$ cat config.mk
export PLATFORM = sky130hd
export DESIGN_NAME = pattern_scheduler
export DESIGN_NICKNAME = d
export VERILOG_FILES = /design/src/rtl/pattern_scheduler.sv
export SDC_FILE = /design/constraint.sdc
export NUM_CORES = 1
export LEC_CHECK = 0
export BUFFER_PORTS_ARGS = -buffer_cell sky130_fd_sc_hd__buf_2
export CAP_MARGIN = 25
export CORE_MARGIN = 4
export CORE_UTILIZATION = 47
export CTS_CLUSTER_SIZE = 8
export DETAILED_ROUTE_END_ITERATION = 10
export PLACE_DENSITY = 0.7
export SETUP_SLACK_MARGIN = 0.3
export SKIP_LAST_GASP = 1
export SLEW_MARGIN = 20
export SYNTH_ARGS = -nofsm -noshare
export SYNTH_HDL_FRONTEND = slang
export SYNTH_SLANG_ARGS = --single-unit
$ cat constraint.sdc
create_clock -name clk -period 1.8 [get_ports clk]
set_input_delay 0.18 -clock clk [delete_from_list [all_inputs] [get_ports clk]]
set_output_delay 0.18 -clock clk [all_outputs]
set_load 0.02 [all_outputs]
$ cat src/rtl/pattern_scheduler.sv
// rtl/pattern_scheduler.sv - frame-synchronous demo pattern sequencer with brightness fades
module pattern_scheduler #(
  parameter int DUR0 = 240,
  parameter int DUR1 = 480,
  parameter int DUR2 = 360
) (
  input  logic       clk,
  input  logic       rst,
  input  logic       vsync,
  input  logic       btn_next,
  input  logic       btn_prev,
  input  logic       btn_pause,
  input  logic       btn_speed,
  input  logic       auto_en,
  output logic [1:0] pattern_select,
  output logic       paused,
  output logic [2:0] step_size,
  output logic [1:0] brightness,
  output logic       frame_start,
  output logic       busy
);
  typedef enum logic [1:0] {SHOW, FADE_OUT, FADE_IN} state_t;
  typedef enum logic [1:0] {NAV_NONE, NAV_NEXT, NAV_PREV} nav_t;

  state_t     state;
  nav_t       pending;
  logic       dir_prev;
  logic [9:0] frame_counter;
  logic [9:0] frame_last;
  logic [1:0] pattern_step;
  logic       vsync_q;
  logic       tick;
  // Button bit order: 0 next, 1 prev, 2 pause, 3 speed
  logic [3:0] btn_raw;
  logic [3:0] sync1, sync2, sync3, evt;

  assign tick    = vsync & ~vsync_q;
  assign btn_raw = {btn_speed, btn_pause, btn_prev, btn_next};

  always_comb begin
    case (pattern_select)
      2'd1:    frame_last = 10'(DUR1) - 10'd1;
      2'd2:    frame_last = 10'(DUR2) - 10'd1;
      default: frame_last = 10'(DUR0) - 10'd1;
    endcase
    if (dir_prev) pattern_step = (pattern_select == 2'd0) ? 2'd2 : pattern_select - 2'd1;
    else          pattern_step = (pattern_select == 2'd2) ? 2'd0 : pattern_select + 2'd1;
  end

  always_ff @(posedge clk or posedge rst) begin
    if (rst) begin
      vsync_q <= 1'b1;
      sync1   <= '0;
      sync2   <= '0;
      sync3   <= '0;
      evt     <= '0;
    end else begin
      vsync_q <= vsync;
      sync1   <= btn_raw;
      sync2   <= sync1;
      sync3   <= sync2;
      evt     <= sync2 & ~sync3;
    end
  end

  always_ff @(posedge clk or posedge rst) begin
    if (rst) begin
      state          <= SHOW;
      pending        <= NAV_NONE;
      dir_prev       <= 1'b0;
      frame_counter  <= '0;
      pattern_select <= 2'd0;
      paused         <= 1'b0;
      step_size      <= 3'd1;
      brightness     <= 2'd3;
      frame_start    <= 1'b0;
      busy           <= 1'b0;
    end else begin
      frame_start <= tick && !paused && (state == SHOW);
      if (tick) begin
        case (state)
          SHOW: begin
            if (pending != NAV_NONE) begin
              dir_prev   <= (pending == NAV_PREV);
              pending    <= NAV_NONE;
              state      <= FADE_OUT;
              busy       <= 1'b1;
              brightness <= 2'd2;
            end else if (auto_en && !paused && frame_counter == frame_last) begin
              dir_prev   <= 1'b0;
              state      <= FADE_OUT;
              busy       <= 1'b1;
              brightness <= 2'd2;
            end else if (!paused) begin
              frame_counter <= frame_counter + 10'd1;
            end
          end
          FADE_OUT: begin
            if (brightness == 2'd0) begin
              pattern_select <= pattern_step;
              frame_counter  <= '0;
              state          <= FADE_IN;
            end else begin
              brightness <= brightness - 2'd1;
            end
          end
          FADE_IN: begin
            brightness <= brightness + 2'd1;
            if (brightness == 2'd2) begin
              state <= SHOW;
              busy  <= 1'b0;
            end
          end
          default: state <= SHOW;
        endcase
      end
      // A fresh nav event overrides the consumption above, so it is never lost
      if (evt[0])      pending <= NAV_NEXT;
      else if (evt[1]) pending <= NAV_PREV;
      if (evt[2]) paused <= ~paused;
      if (evt[3]) step_size <= (step_size == 3'd7) ? 3'd1 : step_size + 3'd1;
    end
  end
endmodule

==> results.sh, run 1 <==
export IMPL_whs_ps=-9.71
export IMPL_die_x_um=72.9
export IMPL_coreArea_um2=4030
export IMPL_place_ws_ps=-183
export IMPL_initial_core_util=0.492
export IMPL_via_per_inst=5.52
export IMPL_cts_made_buffers=5
export IMPL_fill_cells=316
export IMPL_grt_max_degree=43
export IMPL_rsz0062_at_grt="true"
export IMPL_finalCriticalPeriod_ps=1920
export IMPL_multi_input_comb_area_um2=1060
export IMPL_slew_headroom=0.665
export IMPL_tightest_slew_ps=502
export IMPL_nNetsFinal=245
export IMPL_r2r_slack_ps=-120
export IMPL_stdcell_count=278
export IMPL_drtPass1Iterations=4
export IMPL_finalCritPeriodShare=1.07
export IMPL_cpPeakStageDelay_ps=470
export IMPL_r2r_start="pattern_select[0]"
export IMPL_antenna_found_initial=0
export IMPL_vdd_drop_max_uv=743
export IMPL_synth_largest_area_cell="dfrtp_1"
export IMPL_wirelength_um=4210
export IMPL_syn_area_um2=1980
export IMPL_status="finished with violations"
export IMPL_synthArstFlopShare=1.00
export IMPL_r2r_end="frame_counter[5]"
export IMPL_drc=0
export IMPL_io_pins=18
export IMPL_dieHeight_um=72.9
export IMPL_slew_viol_final=0
export IMPL_insertedDiodeCount=0
export IMPL_synth_edf_count=0
export IMPL_wl_per_cell_um=15.1
export IMPL_portBuffers=17
export IMPL_synth_area_leaders="dfrtp_1 (48%), ha_1 (6.3%), dfstp_2 (5.3%), nand2_1 (2.8%), nor2_1 (2.3%)"
export IMPL_clockBufferDepth=2
export IMPL_leakage_nw=1.18
export IMPL_syn_inst=174
export IMPL_crit_required_ps=2030
export IMPL_hold_path_class="in -> async"
export IMPL_r2r_cells=7
export IMPL_path_class="reg -> reg"
export IMPL_synth_warning_count=0
export IMPL_synth_net_count=192
export IMPL_max_freq_ghz=0.521
export IMPL_crit_fanout=5
export IMPL_setup_viol=15
export IMPL_netlist_area_leader_share=0.480
export IMPL_ys_top_cells_by_count="dfrtp_1 (38), nand2_1 (15), nor2_1 (12)"
export IMPL_clk_latency_ps=300
export IMPL_placed_area_um2=2360
export IMPL_drive_above_1_share=0.386
export IMPL_dieArea_um2=5320
export IMPL_violations="negative hold slack, negative setup slack"
export IMPL_cts_sinks=42
export IMPL_cap_violations=0
export IMPL_ant_nets=0
export IMPL_cp_start_kind="flip-flop"
export IMPL_cts_clk_slew_worst_paths_ps=90
export IMPL_regArea_um2=1060
export IMPL_yosysMostFrequentCell="dfrtp_1"
export IMPL_syn_avg_cell_area_um2=11.4
export IMPL_yosysSeqAreaShare=0.533
export IMPL_num_vias=1535
export IMPL_root_buffer="clkbuf_8"
export IMPL_rows=23
export IMPL_synthToLayoutAreaGrowth_pct=33.8
export IMPL_yosysUniqueCellTypes=49
export IMPL_grt_first_pass_wirelength_um=7360
export IMPL_place_congestion=0.872
export IMPL_synth_top_flop_cell="dfrtp_1"
export IMPL_htreeDepth=2
export IMPL_final_setup_skew_ps=10.6
export IMPL_grt_pass1_vias=1586
export IMPL_dp_hpwl_um=3010
export IMPL_cts_tree="done"
export IMPL_critical_path_arrival_ps=2150
export IMPL_endpoint_kind="flip-flop"
export IMPL_path_cells="inv_4, ha_4, and3b_2, o22ai_4, o31ai_4, or4_1, nand3_1"
export IMPL_hold_viol_final=9
export IMPL_cp_slowest_cell="or4_1"
export IMPL_gr_total_overflow=0
export IMPL_design_area_um2=2650
export IMPL_finalWorstSetupSlack_ps=-120
export IMPL_grt_total_usage=0.179
export IMPL_dp_cells=262
export IMPL_power_density_nw_per_um2=1410
export IMPL_drt_initial_drc_count=143
export IMPL_synth_seq_cells=42
## area by class of cell
cell class | count | area share
Sequential cell | 42 | 0.399
Tap cell | 50 | 0.0236
Clock buffer | 6 | 0.0311
Clock inverter | 2 | 0.00613
Timing Repair Buffer | 48 | 0.127
Inverter | 9 | 0.0137
Multi-Input combinational cell | 121 | 0.399
## power by group
group	leakage, nW	internal (mW)	switching [mW]
Sequential	0.498	1.15	0.184
Clock	0.0478	0.315	0.327
Combinational	0.632	0.895	0.858
## worst max-delay path: cells and delay by family (launching register included)
| family | cells | cell delay [ps] |
|---|---|---|
| DFF | 1 | 450 |
| adders and majority gates | 1 | 130 |
| AOI/OAI and AO/OA | 2 | 400 |
| buffers and inverters | 1 | 90 |
| and+or+nand+nor | 3 | 760 |
## per-layer routing
| metal | routed length, µm | GRT usage |
|---|---|---|
| met2 | 2220 | 0.304 |
| met4 | 77 | 0.0676 |
| met1 | 1750 | 0.227 |
| met5 | 0 | 0 |
| met3 | 157 | 0.0358 |
## cell usage in the layout, fill, tap and decap left out, types with 3 or more instances in the layout
cell type      Yosys  final
nor3b_1            5      3
inv_1              9      6
clkbuf_8           0      6
buf_4              0     24
ha_4               0      4
nand3b_1           3      3
nor2_1            12     11
dlygate4sd3_1      0      5
dfrtp_1           38     36
nand2_1           15     14
nor2b_1            4      4
ha_1              10      5
nand4b_1           3      3
dfstp_2            4      4
o21ai_0            7      6
and3_1             3      3
nand2b_1           3      3
nand3_1            4      4
nor3_1             4      3
a21oi_1            3      3
buf_2              1     17
a211o_1            5      5
## flip-flops by register name (all words and copies together) (netlist names), 2 cells and up
| name | flops |
|---|---|
| frame_counter | 10 |
| sync2 | 4 |
| step_size | 3 |
| sync3 | 4 |
| evt | 4 |
| sync1 | 4 |
| pending | 2 |
| pattern_select | 2 |
| brightness | 2 |
| state | 2 |
## per-stage QoR
stage          hold WS, ps  power [mW]   util  TNS (ps)
4_1_cts             0.0918        3.63  0.642     -1050
2_1_floorplan          184        2.26      -      -225
3_3_place_gp           290        2.71  0.586      -442
6_report             -9.71        3.73  0.658     -1100
5_1_grt               44.9        4.00  0.658     -2370
3_5_place_dp           290        2.81  0.586     -1190
## how the worst max path moves through the flow
stage / startpoint / endpoint
2_1_floorplan: pattern_select[1] / state[0]
3_3_place_gp: pattern_select[0] / frame_counter[4]
3_5_place_dp: pattern_select[1] / frame_counter[8]
4_1_cts: pattern_select[1] / frame_counter[8]
5_1_grt: pattern_select[0] / frame_counter[3]
6_report: pattern_select[0] / frame_counter[5]
## timing repair
action                                  4_1_cts  5_1_grt
hold buffers                                  4        1
resized for setup                            14        8
endpoints found under the setup margin       17       20
setup buffers                                 2        1
pin swaps                                     5        3
endpoints found under the hold margin         4        1
## kinds of logic after synthesis
group,synth area share
compound gates,0.129
flops,0.533
xor+xnor,0.0133
mux,0.0271
simple gates,0.213
fa+ha+maj,0.0631
buf+inv,0.0215
(Power assumes the default switching activity.)
==> inputs of run 2 (changes only) <==
--- a/config.mk
+++ b/config.mk
@@ -12,6 +12,7 @@
 export CTS_CLUSTER_SIZE = 8
 export DETAILED_ROUTE_END_ITERATION = 10
 export PLACE_DENSITY = 0.7
+export RECOVER_POWER = 50
 export SETUP_SLACK_MARGIN = 0.3
 export SKIP_LAST_GASP = 1
 export SLEW_MARGIN = 20
==> run 2 against run 1 <==
Effect of this change: clock power about the same; final area about the same; cell count unchanged; highest routed layer unchanged; count of clock-buffer cells in the layout unchanged; via count unchanged; the flow finishes with violations (negative setup slack); flip-flop and latch count unchanged; largest power group unchanged.
==> results.sh, run 2 (synthesized netlist as in run 1, its figures left out) <==
export IMPL_p_sw_mw=1.37
export IMPL_dieHeight_um=72.9
export IMPL_path_cells="inv_4, ha_4, and3b_2, o22ai_4, o31ai_4, or4_1, nand3_1"
export IMPL_wl_per_cell_um=15.1
export IMPL_power_density_nw_per_um2=1410
export IMPL_stdcell_count=278
export IMPL_htreeDepth=2
export IMPL_grt_max_degree=43
export IMPL_gr_total_overflow=0
export IMPL_cts_tree="done"
export IMPL_place_congestion=0.872
export IMPL_setup_viol=15
export IMPL_slew_viol_final=0
export IMPL_drtPass1Iterations=4
export IMPL_drive_above_1_share=0.386
export IMPL_slew_headroom=0.346
export IMPL_final_cell_mix="dfrtp_1 (36), buf_4 (23), buf_2 (17)"
export IMPL_largest_reg_flops=10
export IMPL_vdd_drop_max_uv=743
export IMPL_status="finished with violations"
export IMPL_die_x_um=72.9
export IMPL_synthToLayoutAreaGrowth_pct=33.6
export IMPL_initial_core_util=0.492
export IMPL_ant_nets=0
export IMPL_whs_ps=174
export IMPL_crit_required_ps=2030
export IMPL_root_buffer="clkbuf_8"
export IMPL_fin_util=0.657
export IMPL_cp_top_family="simple AND/OR/NAND/NOR gates"
export IMPL_drc=0
export IMPL_cpPeakStageDelay_ps=470
export IMPL_final_common_cell="dfrtp_1"
export IMPL_rows=23
export IMPL_num_vias=1535
export IMPL_grt_pass1_vias=1586
export IMPL_clk_latency_ps=300
export IMPL_cap_violations=0
export IMPL_insertedDiodeCount=0
export IMPL_nNetsFinal=245
export IMPL_io_pins=18
export IMPL_hold_viol_final=0
export IMPL_portBuffers=17
export IMPL_p_int_mw=2.36
export IMPL_placed_area_um2=2360
export IMPL_endpoint_kind="flip-flop"
export IMPL_coreArea_um2=4030
export IMPL_top_register="frame_counter"
export IMPL_clockBufferDepth=2
export IMPL_timing_setup_tns_ps=-1100
export IMPL_grt_first_pass_wirelength_um=7360
export IMPL_leakage_nw=1.18
export IMPL_crit_fanout=5
export IMPL_cts_clk_slew_worst_paths_ps=90
export IMPL_hold_path_class="in -> async"
export IMPL_path_class="reg -> reg"
export IMPL_antenna_found_initial=0
export IMPL_dp_cells=262
export IMPL_rsz0062_at_grt="true"
export IMPL_final_setup_skew_ps=10.6
export IMPL_pwr_share_comb=0.470
export IMPL_cp_start_kind="flip-flop"
export IMPL_wirelength_um=4210
export IMPL_drt_initial_drc_count=143
export IMPL_critPathBufInv=1
export IMPL_cts_sinks=42
export IMPL_design_area_um2=2650
export IMPL_dp_hpwl_um=3010
export IMPL_finalCritPeriodShare=1.07
export IMPL_fill_cells=317
export IMPL_grt_total_usage=0.179
export IMPL_violations="negative setup slack"
export IMPL_critical_path_arrival_ps=2150
export IMPL_clkPwrFrac=0.172
export IMPL_cp_slowest_cell="or4_1"
export IMPL_dieArea_um2=5320
export IMPL_finalWorstSetupSlack_ps=-120
export IMPL_seq_power_share=0.358
export IMPL_cts_made_buffers=5
export IMPL_switching_share=0.367
export IMPL_via_per_inst=5.52
export IMPL_tightest_slew_ps=982
export IMPL_finalCriticalPeriod_ps=1920
export IMPL_max_freq_ghz=0.521
==> run 2: power groups by stage <==
stage	logic [mW]	registers [mW]	clock network [mW]
3_3_place_gp	1.39	1.32	0
4_1_cts	1.63	1.33	0.666
5_1_grt	1.92	1.36	0.718
2_1_floorplan	0.810	1.45	0
6_report	1.75	1.34	0.643
3_5_place_dp	1.47	1.34	0
==> run 2: final timing paths <==
| path | from | endpoint | slack (ps) | cells after the start |
|---|---|---|---|---|
| min reg2reg | sync1[0] | sync2[0] | 360 | 0 |
| min | rst | dir_prev | 170 | 3 |
| max in group asynchronous | rst | pattern_select[0] | 970 | 3 |
| max reg2reg | pattern_select[0] | frame_counter[5] | -120 | 7 |
| max | pattern_select[0] | frame_counter[5] | -120 | 7 |
| min in group clk | sync1[0] | sync2[0] | 360 | 0 |
==> run 2: worst min-delay path, cell delays in order <==
cell and delay (ps):
buf_2 90, inv_1 40, clkbuf_2 740
==> run 2: through the flow <==
stage	total power [mW]	worst slack [ps]
final	3.73	-120
after floorplan	2.26	-57.9
after global routing	4.00	-200
after global placement	2.71	-82.7
after detailed placement	2.81	-183
after CTS	3.63	-113
==> run 2: routing by layer <==
| metal | up-vias | wire [µm] | track usage |
|---|---|---|---|
| li1 | 733 | - | - |
| met4 | 0 | 77 | 0.0676 |
| met1 | 746 | 1750 | 0.227 |
| met5 | - | 0 | 0 |
| met3 | 10 | 157 | 0.0358 |
| met2 | 46 | 2220 | 0.304 |
==> run 2: final cells by class <==
class | count | area, µm² | area share
flip-flops and latches | 42 | 1060 | 0.400
inverters | 9 | 36.3 | 0.0137
clock buffers | 6 | 82.6 | 0.0312
clock inverters | 2 | 16.3 | 0.00614
repair buffers | 48 | 335 | 0.127
well taps | 50 | 62.6 | 0.0236
multi-input cells | 121 | 1060 | 0.399
==> run 2: timing repair <==
action	CTS	global route
gates resized for setup	14	8
hold buffers	4	1
buffers inserted	2	1
gates cloned	0	0
hold endpoints to repair	4	1
setup endpoints to repair	17	20
pin swaps	5	3
==> inputs of run 3 (changes only) <==
--- a/config.mk
+++ b/config.mk
@@ -9,6 +9,7 @@
 export CAP_MARGIN = 25
 export CORE_MARGIN = 4
 export CORE_UTILIZATION = 47
+export CTS_BUF_LIST = sky130_fd_sc_hd__clkbuf_16
 export CTS_CLUSTER_SIZE = 8
 export DETAILED_ROUTE_END_ITERATION = 10
 export PLACE_DENSITY = 0.7
==> run 3 against run 2 <==
Effect of this change: flip-flop and latch count unchanged; via count is 1.9% higher; final area grew 1.1%; utilization up 0.75 points; the flow still finishes with violations (negative setup slack); combinational power barely moved.
==> results.sh, run 3 (synthesized netlist as in run 1, its figures left out) <==
export IMPL_status="finished with violations"
export IMPL_violations="negative setup slack"
export IMPL_r2r_cells=8
export IMPL_seq_power_share=0.339
export IMPL_fill_cells=309
export IMPL_num_vias=1564
export IMPL_fin_util=0.665
export IMPL_leakage_nw=1.18
export IMPL_place_congestion=0.872
export IMPL_top_register="frame_counter"
export IMPL_whs_ps=3.85
export IMPL_io_pins=18
export IMPL_cp_slowest_cell="dfrtp_1"
export IMPL_synthToLayoutAreaGrowth_pct=35.2
export IMPL_coreArea_um2=4030
export IMPL_largest_reg_flops=10
export IMPL_ant_nets=0
export IMPL_nNetsFinal=242
export IMPL_switching_share=0.359
export IMPL_critPathBufInv=2
export IMPL_grt_pass1_vias=1623
export IMPL_final_common_cell="dfrtp_1"
export IMPL_grt_total_usage=0.183
export IMPL_cp_top_family="multiplexers"
export IMPL_cts_made_buffers=5
export IMPL_path_cells="inv_2, buf_4, ha_1, mux2_2, o22ai_1, nand2_1, nor2_4, mux2_4"
export IMPL_path_class="reg -> reg"
export IMPL_drtPass1Iterations=4
export IMPL_hold_viol_final=0
export IMPL_cpPeakStageDelay_ps=360
export IMPL_drive_above_1_share=0.391
export IMPL_wirelength_um=4460
export IMPL_cap_violations=0
export IMPL_p_int_mw=2.56
export IMPL_regArea_um2=1060
export IMPL_wl_per_cell_um=16.2
export IMPL_stdcell_count=275
export IMPL_htreeDepth=2
export IMPL_portBuffers=17
export IMPL_drc=0
export IMPL_drt_initial_drc_count=102
export IMPL_cts_clk_slew_worst_paths_ps=60
export IMPL_critical_path_arrival_ps=2110
export IMPL_hold_path_depth=1
export IMPL_rows=23
export IMPL_insertedDiodeCount=0
export IMPL_rsz0062_at_grt="true"
export IMPL_die_x_um=72.9
export IMPL_initial_core_util=0.492
export IMPL_endpoint_kind="flip-flop"
export IMPL_power_density_nw_per_um2=1490
export IMPL_p_sw_mw=1.44
export IMPL_grt_max_degree=43
export IMPL_clk_latency_ps=280
export IMPL_cp_start_kind="flip-flop"
export IMPL_max_freq_ghz=0.515
export IMPL_clkPwrFrac=0.217
export IMPL_via_per_inst=5.69
export IMPL_antenna_found_initial=0
export IMPL_dp_cells=262
export IMPL_clockBufferDepth=2
export IMPL_finalWorstSetupSlack_ps=-143
export IMPL_cts_tree="done"
export IMPL_dieArea_um2=5320
export IMPL_gr_total_overflow=0
export IMPL_final_setup_skew_ps=7.45
export IMPL_cts_sinks=42
export IMPL_placed_area_um2=2360
export IMPL_slew_headroom=0.342
export IMPL_grt_first_pass_wirelength_um=7490
export IMPL_setup_viol=16
export IMPL_finalCriticalPeriod_ps=1940
export IMPL_multi_input_comb_area_um2=1070
export IMPL_dp_hpwl_um=3010
export IMPL_final_cell_mix="dfrtp_1 (36), buf_4 (23), buf_2 (16)"
export IMPL_root_buffer="clkbuf_16"
export IMPL_finalCritPeriodShare=1.08
export IMPL_vdd_drop_max_uv=881
export IMPL_pwr_share_comb=0.445
export IMPL_place_ws_ps=-183
export IMPL_dieHeight_um=72.9
export IMPL_design_area_um2=2680
export IMPL_cp_depth=8
export IMPL_hold_path_class="in -> reg"
export IMPL_slew_viol_final=0
export IMPL_crit_required_ps=1970
export IMPL_tightest_slew_ps=987
export IMPL_crit_fanout=2
## run 3: area by class of cell
class / count / share of cell area
Clock buffer: 5 / 0.0467
Tap cell: 50 / 0.0234
Clock inverter: 3 / 0.00747
Sequential cell: 42 / 0.395
Timing Repair Buffer: 45 / 0.113
Multi-Input combinational cell: 121 / 0.400
Inverter: 9 / 0.0135
## run 3: timing repair
action / in CTS / in global routing
pin swaps: 5 / 6
gates cloned: 0 / 0
hold buffers: 1 / 1
setup endpoints to repair: 17 / 20
buffers inserted: 2 / 1
gates resized for setup: 15 / 10
endpoints found under the hold margin: 1 / 1
## run 3: path summary, 6_finish.rpt
check	startpoint	endpoint	slack, ps
worst max-delay path	state[0]	state[0]	-140
worst min-delay path	btn_pause	sync1[2]	4
worst max register to register	state[0]	state[0]	-140
worst min register to register	sync1[0]	sync2[0]	350
max in group asynchronous	rst	pattern_select[1]	930
min in group asynchronous	rst	evt[2]	200
## run 3: worst register-to-register path: stages (launching register included)
cell and delay (ps):
dfrtp_1 360, inv_2 60, buf_4 130, ha_1 220, mux2_2 270, o22ai_1 170, nand2_1 140, nor2_4 160
mux2_4 310
## run 3: per-layer routing
metal	up-vias	wire, µm	track usage
met3	11	148	0.0289
met4	0	85	0.0820
met1	781	1830	0.229
met5	-	0	0
met2	43	2390	0.311
li1	729	-	-
## run 3: power groups by stage
stage | clock, mW | sequential, mW | combinational, mW
finish | 0.865 | 1.35 | 1.78
global route | 0.936 | 1.38 | 1.92
CTS | 0.887 | 1.34 | 1.65
detailed placement | 0 | 1.34 | 1.47
global placement | 0 | 1.32 | 1.39
floorplan | 0 | 1.45 | 0.810
## run 3: through the flow
step | power [mW] | setup TNS, ps
2_1_floorplan | 2.26 | -225
3_3_place_gp | 2.71 | -442
3_5_place_dp | 2.81 | -1190
4_1_cts | 3.88 | -960
5_1_grt | 4.23 | -2540
6_report | 4.00 | -1510
